<file path="src/rtl/fp_addsub_pipe_if.sv">
// Handshake bundle for fp_addsub_pipe: input operands with valid/ready,
// lane results with valid/ready and per-lane overflow flags.
interface fp_addsub_pipe_if #(
    parameter int W = 16,
    parameter int N = 4
);
    logic           in_valid;
    logic           in_ready;
    logic [N*W-1:0] in_a;
    logic [N*W-1:0] in_b;
    logic [N-1:0]   in_sub;
    logic           out_valid;
    logic           out_ready;
    logic [N*W-1:0] out_res;
    logic [N-1:0]   out_ovf;

    modport master (
        output in_valid, in_a, in_b, in_sub, out_ready,
        input  in_ready, out_valid, out_res, out_ovf
    );

    modport slave (
        input  in_valid, in_a, in_b, in_sub, out_ready,
        output in_ready, out_valid, out_res, out_ovf
    );
endinterface

</file>
<file path="src/rtl/fp_addsub_pipe.sv">
// Two-stage N-lane signed fixed-point add/subtract with overflow flags and a
// saturating overflow-event counter. Define FP_ADDSUB_SAT_EN to clamp overflowed lanes.
module fp_addsub_pipe #(
    parameter int W     = 16,
    parameter int FRAC  = 8,
    parameter int N     = 4,
    parameter int CNT_W = 16
) (
    input  logic             clk,
    input  logic             rst_n,
    fp_addsub_pipe_if.slave  bus,
    input  logic             ovf_clr,
    output logic [CNT_W-1:0] ovf_count
);

    if (FRAC < 0 || FRAC >= W) begin : g_bad_frac
        $error("fp_addsub_pipe: FRAC must lie in [0, W-1]");
    end

    // Both operands widened by one bit so that negating -2^(W-1) cannot wrap.
    function automatic logic signed [W:0] add_lane(input logic signed [W-1:0] a,
                                                   input logic signed [W-1:0] b,
                                                   input logic                sub);
        logic signed [W:0] ae;
        logic signed [W:0] be;
        ae = {a[W-1], a};
        be = {b[W-1], b};
        if (sub)
            add_lane = ae + (~be + (W+1)'(1));
        else
            add_lane = ae + be;
    endfunction

    function automatic logic signed [W-1:0] sat_lane(input logic signed [W:0] r);
`ifdef FP_ADDSUB_SAT_EN
        if (r[W] != r[W-1])
            sat_lane = r[W] ? {1'b1, {(W-1){1'b0}}} : {1'b0, {(W-1){1'b1}}};
        else
            sat_lane = r[W-1:0];
`else
        sat_lane = r[W-1:0];
`endif
    endfunction

    logic           vld_p1;
    logic           vld_p2;
    logic           adv1;
    logic           adv2;
    logic [N*W-1:0] a_p1;
    logic [N*W-1:0] b_p1;
    logic [N-1:0]   sub_p1;
    logic [N*W-1:0] res_p2;
    logic [N-1:0]   ovf_p2;
    logic [N*W-1:0] res_c;
    logic [N-1:0]   ovf_c;
    logic signed [W:0] r_c;

    assign adv2         = ~vld_p2 | bus.out_ready;
    assign adv1         = ~vld_p1 | adv2;
    assign bus.in_ready = adv1;

    always_ff @(posedge clk or negedge rst_n) begin
        if (!rst_n) begin
            vld_p1 <= 1'b0;
            vld_p2 <= 1'b0;
        end else begin
            if (adv1) vld_p1 <= bus.in_valid;
            if (adv2) vld_p2 <= vld_p1;
        end
    end

    // ---- stage 1: operand capture ----
    always_ff @(posedge clk) begin
        if (adv1 && bus.in_valid) begin
            a_p1   <= bus.in_a;
            b_p1   <= bus.in_b;
            sub_p1 <= bus.in_sub;
        end
    end

    always_comb begin
        res_c = '0;
        ovf_c = '0;
        r_c   = '0;
        for (int i = 0; i < N; i++) begin
            r_c                = add_lane(a_p1[i*W +: W], b_p1[i*W +: W], sub_p1[i]);
            ovf_c[i]           = r_c[W] ^ r_c[W-1];
            res_c[i*W +: W]    = sat_lane(r_c);
        end
    end

    // ---- stage 2: result register, held while the consumer stalls ----
    always_ff @(posedge clk or negedge rst_n) begin
        if (!rst_n) begin
            res_p2 <= '0;
            ovf_p2 <= '0;
        end else if (adv2 && vld_p1) begin
            res_p2 <= res_c;
            ovf_p2 <= ovf_c;
        end
    end

    assign bus.out_valid = vld_p2;
    assign bus.out_res   = res_p2;
    assign bus.out_ovf   = ovf_p2;

    always_ff @(posedge clk or negedge rst_n) begin
        if (!rst_n)
            ovf_count <= '0;
        else if (ovf_clr)
            ovf_count <= '0;
        else if (vld_p2 && bus.out_ready && (|ovf_p2) && !(&ovf_count))
            ovf_count <= ovf_count + CNT_W'(1);
    end

endmodule

</file>
<file path="src/flat_wrapper.sv">
// flat-port wrapper written by rule: the top's interface ports become plain ports
module fp_addsub_pipe_flat 
#(
    parameter int W     = 16,
    parameter int FRAC  = 8,
    parameter int N     = 4,
    parameter int CNT_W = 16
)
  (clk, rst_n, ovf_clr, ovf_count, bus_in_valid, bus_in_a, bus_in_b, bus_in_sub, bus_out_ready, bus_in_ready, bus_out_valid, bus_out_res, bus_out_ovf);
  fp_addsub_pipe_if #(.W(W), .N(N)) bus_i ();
  input  logic clk;
  input  logic rst_n;
  input  logic ovf_clr;
  output logic [CNT_W-1:0] ovf_count;
  input wire logic [$bits(bus_i.in_valid)-1:0] bus_in_valid;
  input wire logic [$bits(bus_i.in_a)-1:0] bus_in_a;
  input wire logic [$bits(bus_i.in_b)-1:0] bus_in_b;
  input wire logic [$bits(bus_i.in_sub)-1:0] bus_in_sub;
  input wire logic [$bits(bus_i.out_ready)-1:0] bus_out_ready;
  output wire logic [$bits(bus_i.in_ready)-1:0] bus_in_ready;
  output wire logic [$bits(bus_i.out_valid)-1:0] bus_out_valid;
  output wire logic [$bits(bus_i.out_res)-1:0] bus_out_res;
  output wire logic [$bits(bus_i.out_ovf)-1:0] bus_out_ovf;
  assign bus_i.in_valid = bus_in_valid;
  assign bus_i.in_a = bus_in_a;
  assign bus_i.in_b = bus_in_b;
  assign bus_i.in_sub = bus_in_sub;
  assign bus_i.out_ready = bus_out_ready;
  assign bus_in_ready = bus_i.in_ready;
  assign bus_out_valid = bus_i.out_valid;
  assign bus_out_res = bus_i.out_res;
  assign bus_out_ovf = bus_i.out_ovf;
  fp_addsub_pipe #(.W(W), .FRAC(FRAC), .N(N), .CNT_W(CNT_W)) u_core (.clk(clk), .rst_n(rst_n), .bus(bus_i), .ovf_clr(ovf_clr), .ovf_count(ovf_count));
endmodule
</file>
<file path="config.mk">
export PLATFORM = sky130hd
export DESIGN_NAME = fp_addsub_pipe_flat
export DESIGN_NICKNAME = d
export VERILOG_FILES = /design/src/rtl/fp_addsub_pipe_if.sv /design/src/rtl/fp_addsub_pipe.sv /design/src/flat_wrapper.sv
export SDC_FILE = /design/constraint.sdc
export NUM_CORES = 1
export LEC_CHECK = 0
export CORE_ASPECT_RATIO = 1.5
export CORE_MARGIN = 8
export CORE_UTILIZATION = 55
export CTS_BUF_LIST = sky130_fd_sc_hd__clkbuf_8 sky130_fd_sc_hd__clkbuf_16
export CTS_CLUSTER_DIAMETER = 60
export CTS_CLUSTER_SIZE = 24
export DETAILED_ROUTE_END_ITERATION = 6
export PLACE_DENSITY = 0.82
export SETUP_SLACK_MARGIN = 0.4
export SYNTH_ARGS = -nofsm -noshare
export SYNTH_HDL_FRONTEND = slang
export SYNTH_SLANG_ARGS = --single-unit
</file>
<file path="constraint.sdc">
create_clock -name clk -period 6.1 [get_ports clk]
set_clock_uncertainty 0.2 [all_clocks]
set_input_delay 1.525 -clock clk [delete_from_list [all_inputs] [get_ports clk]]
set_output_delay 1.525 -clock clk [all_outputs]
set_load 0.01 [all_outputs]
</file>
### Word level (Yosys, flattened, before mapping)

Cells that the tools add are included.

| operators by class | value |
|---|---|
| multiplexer cells | 6 |
| reductions and logical operators | 9 |
| bitwise logic cells | 12 |
| add/subtract/negate cells | 13 |

Operator list:

| kind | number |
|---|---|
| $add A16 B16 Y17 | 4 |
| $add A16 B17 Y17 | 4 |
| $add A17 B2 Y17 const B | 4 |
| $mux W17 | 4 |
| $not A16 Y17 | 4 |
| $mux W16 | 2 |
| $add A16 B1 Y16 const B | 1 |
| $reduce_and A16 Y1 | 1 |
| $logic_and A1 B1 Y1 | 5 |
| $reduce_or A4 Y1 | 1 |
| $xor A1 B1 Y1 | 4 |
| $not A1 Y1 | 2 |
| $or A1 B1 Y1 | 2 |
| $reduce_bool A2 Y1 | 1 |
| $logic_not A1 Y1 | 1 |

| word-level totals | value |
|---|---|
| input bits | 137 |
| register bits after elaboration | 218 |

### Logic depth before layout (Yosys ltp)

| depth | value |
|---|---|
| depth after elaboration | 5 |
| mapped depth | 11 |

### Worst setup path after synthesis

Ideal clock, no wire load.

| timing path | value |
|---|---|
| path type | input to register |
| from | input bus_out_ready |
| to | register u_core.a_p1[0] (enable) |
| path buffers | 0 |
| setup time | 507 ps |
| setup slack | 616 ps |
| stages on the path | 2 |
| data arrival time | 4777 ps |
| required time | 5393 ps |
| cell sequence | nand3b_1 and2_1 |

| on the way | value |
|---|---|
| cells in the longest elaborated chain, start to end | 3 |

RTL lines:

| what | RTL line | RTL |
|---|---|---|
| from (decl) | flat_wrapper.sv:19 | `input wire logic [$bits(bus_i.out_ready)-1:0] bus_out_ready;` |
| $or A1 B1 Y1 | fp_addsub_pipe.sv:58 | `assign adv2 = ~vld_p2 \| bus.out_ready;` |
| $or A1 B1 Y1 | fp_addsub_pipe.sv:59 | `assign adv1 = ~vld_p1 \| adv2;` |
| $logic_and A1 B1 Y1 | fp_addsub_pipe.sv:74 | `if (adv1 && bus.in_valid) begin` |
| to (signal assigned) | fp_addsub_pipe.sv:75 | `a_p1 <= bus.in_a;` |
| to (decl) | fp_addsub_pipe.sv:49 | `logic [N*W-1:0] a_p1;` |

No other way between the ends.
A chain may end at the register's enable or synchronous reset.

### Final worst setup path

| timing path | value |
|---|---|
| from | input bus_out_ready |
| to | output bus_in_ready |

| on the way | value |
|---|---|
| cells in the longest elaborated chain, start to end | 2 |

RTL lines:

| what | RTL line | RTL |
|---|---|---|
| $or A1 B1 Y1 | fp_addsub_pipe.sv:58 |  |
| $or A1 B1 Y1 | fp_addsub_pipe.sv:59 |  |
| to (decl) | flat_wrapper.sv:20 | `output wire logic [$bits(bus_i.in_ready)-1:0] bus_in_ready;` |

No other way between the ends.

==> impl_metrics.json <==
{
  "rsz0062_at_grt": "false",
  "path_clk_slew_ns": 0.09,
  "synthTopCellsByArea": "edfxtp_1 (28%), dfrtp_1 (15%), ha_1 (11%), o21ai_0 (4.0%), nand2_1 (3.4%)",
  "crit_path_end_kind": "output port",
  "tns_ns": 0,
  "yosysTopAreaCell": "edfxtp_1",
  "synthDominantCellAreaShare_pct": 27.9,
  "pwr-share-clk_pct": 26.2,
  "power_density_nw_per_um2": 257,
  "die_y_um": 213,
  "h-tree-depth": 1,
  "clk_latency_ns": 0.51,
  "final_hold_viol_count": 0,
  "tightest_slew_ns": 1.08,
  "yosys_register_bits": 218,
  "min_period_ns": 4.55,
  "cts-root-buf": "clkbuf_16",
  "place_congestion": 0.962,
  "overflow": 0,
  "leakage_uw": 0.00703,
  "fmax_mhz": 220,
  "p_sw_share_pct": 32.3,
  "syn_area_um2": 14200,
  "grt_pass1_wl_mm": 62.8,
  "syn_avg_cell_area_um2": 9.57,
  "cts_buffers": 16,
  "place_inst": 1977,
  "via_per_inst": 5.92,
  "peakVddDrop_mv": 0.338,
  "utilization_pct": 67.2,
  "layout-drive-gt1-share_pct": 3.47,
  "antenna_cells": 0,
  "worstPathArrival_ns": 2.83,
  "syn_nets": 1758,
  "setup_violations": 0,
  "postCtsSetupBuffers": 0,
  "crit_type": "input pin to output port",
  "antenna_found_initial": 0,
  "yosysUniqueCellTypes": 81,
  "synthCells": 1484,
  "fin_cells": 2005,
  "switching_power_uw": 1430,
  "slew_headroom_pct": 28.0,
  "grt_pass1_vias": 12200,
  "nets": 1936,
  "dp_hpwl_mm": 29.9,
  "cap_violations": 0,
  "p_comb_share_pct": 31.0,
  "fill_cells": 2049,
  "fp.dieW_um": 147,
  "tritoncts": "yes",
  "io_pins": 223,
  "drt-initial-drc-count": 596,
  "whs_ns": 0.281,
  "ctsHoldBuffers": 0,
  "cts_max_path_buffers": 3,
  "vias": 11900,
  "wl_per_cell_um": 19.5,
  "critPathBufInv": 2,
  "synthFlopType": "edfxtp_1",
  "worstPathRequired_ns": 4.38,
  "fin_crit_sh_pct": 74.6,
  "seq_area_frac_synth_pct": 43.1,
  "cts_resized": 0,
  "drv_slew": 0,
  "power.internal_uw": 3000,
  "synth_edf_count": 132,
  "port_buffers": 222,
  "hp-class": "register to register",
  "drt-total-wl_mm": 39.0,
  "track_usage_pct": 24.7,
  "yosys_warnings": 0,
  "ant_nets": 0,
  "crit_fanout": 3,
  "clkSinkCount": 218,
  "status": "finished, final reports clean",
  "place_ws_ns": 1.55,
  "seqPwrFrac_pct": 42.7,
  "ys_async_sr_fraction_pct": 39.4,
  "drc": 0,
  "die_area_um2": 31300,
  "crit_chain": "clkdlybuf4s50_1 > nand3b_1 > clkdlybuf4s50_1",
  "drt_pass1_iterations": 6,
  "slowest_delay_ns": 0.56,
  "rows": 72,
  "critPathSlowestCell": "clkdlybuf4s50_1",
  "crit_path_frequent_cell": "clkdlybuf4s50_1",
  "start_util_pct": 55.5,
  "fin_ws_ns": 1.55,
  "critPathTopFamily": "buffers and inverters",
  "worstSetupStartpointType": "input pin",
  "area_growth_pct": 21.1,
  "placeableCoreArea_um2": 25600,
  "grt_max_degree": 95
}
[layer usage]
metal  share of wire [%]  GRT usage [%]  vias up
met1                  39           27.8     5661
met3                 5.4           3.65       70
li1                    -              -     5730
met5                   0              0        -
met2                  53           46.1      408
met4                 3.2           9.28        0
[cell usage after synthesis (all sizes together) (8+ instances only)]
library cell  number
o2111ai           10
fa                 8
a21oi             92
o31ai             23
mux2i              8
clkbuf            46
nand2b            28
and3              12
o21ai            116
a31oi             18
inv              126
buf               23
a211oi            16
o21bai            10
xnor2             41
o211ai            17
a2111oi            9
ha               129
and2              12
dfrtp             86
a21o              19
nand2            127
xor2              14
nand4             13
edfxtp           132
nor4              18
nor2b             18
or3               13
a221oi            10
nand3             40
nor3              25
nor2             107
o21a              17
[power by group through the flow]
stage	logic (uW)	clock network (uW)	registers, uW
finish	1370	1160	1890
global route	1510	1250	1920
CTS	1380	1210	1900
detailed placement	1370	0	1930
global placement	1350	0	1920
floorplan	708	0	1960
[state kept, by name, summed over array words and instances (netlist names)]
register,flops
u_core.bus.out_res,64
u_core.ovf_count,16
u_core.b_p1,64
u_core.a_p1,64
u_core.bus.out_ovf,4
u_core.sub_p1,4
u_core.vld_p1,1
u_core.bus.out_valid,1
[worst register-to-register path, cell delays in order (launching register included)]
cell       delay, ns
edfxtp_1        0.48
inv_1           0.07
ha_1            0.30
nand2b_1        0.18
a2111oi_0       0.65
o211ai_1        0.37
o41ai_1         0.46
o211ai_2        0.16
xnor2_1         0.32
o21ai_0         0.12
[through the flow]
stage	power, uW	area, um2
after detailed placement	3290	16600
after global routing	4670	17200
final	4430	17200
after CTS	4480	17200
after global placement	3270	16600
after floorplan	2670	14200
[path summary, 6_finish.rpt]
| check | slack [ns] | cells after the start | end | start |
|---|---|---|---|---|
| min in group asynchronous | 0.87 | 1 | u_core.ovf_count[2]$_DFFE_PN0P_ | rst_n |
| max in group asynchronous | 3.83 | 2 | u_core.bus.out_res[56]$_DFFE_PN0P_ | rst_n |
| worst max-delay path | 1.55 | 3 | bus_in_ready | bus_out_ready |
| worst min-delay path | 0.28 | 2 | u_core.bus.out_res[21]$_DFFE_PN0P_ | u_core.bus.out_res[21]$_DFFE_PN0P_ |
| worst min register to register | 0.28 | 2 | u_core.bus.out_res[21]$_DFFE_PN0P_ | u_core.bus.out_res[21]$_DFFE_PN0P_ |
| worst max register to register | 2.68 | 9 | u_core.bus.out_ovf[0]$_DFFE_PN0P_ | u_core.b_p1[1]$_DFFE_PP_ |
[kinds of logic (layout without fill, tap and decap cells)]
logic type / Yosys count / count (layout) / synth area share [%]
AOI/OAI and AO/OA: 428 / 428 / 20.1
xor gates and xnor gates: 55 / 55 / 3.39
adders and majority gates: 137 / 137 / 12.5
buffers and inverters: 198 / 386 / 5.35
DFF: 218 / 218 / 43.1
muxes: 10 / 10 / 0.722
and+or+nand+nor: 438 / 438 / 14.9
[cell usage in the layout, fill, tap and decap left out, drive strengths merged, types with 13 or more instances in the layout]
master | synthesis | final
a21o | 19 | 19
xnor2 | 41 | 41
a21oi | 92 | 92
edfxtp | 132 | 132
nor2 | 107 | 107
a211oi | 16 | 16
nand3 | 40 | 40
o31ai | 23 | 23
clkbuf | 46 | 18
inv | 126 | 133
nand4 | 13 | 13
nor3 | 25 | 25
a31oi | 18 | 18
nand2 | 127 | 127
clkdlybuf4s50 | 0 | 221
o21ai | 116 | 116
xor2 | 14 | 14
dfrtp | 86 | 86
o21a | 17 | 17
o211ai | 17 | 17
ha | 129 | 129
nor4 | 18 | 18
or3 | 13 | 13
nand2b | 28 | 28
nor2b | 18 | 18
[cell type report]
class	instances	area [um2]	share of cell area, %
multi-input cells	1068	7340	42.7
flip-flops and latches	218	6120	35.6
repair buffers	229	2280	13.3
inverters	129	484	2.82
clock buffers	18	439	2.55
well taps	333	417	2.42
clock inverters	10	123	0.713
No activity file was read; power rests on OpenSTA's default activity.
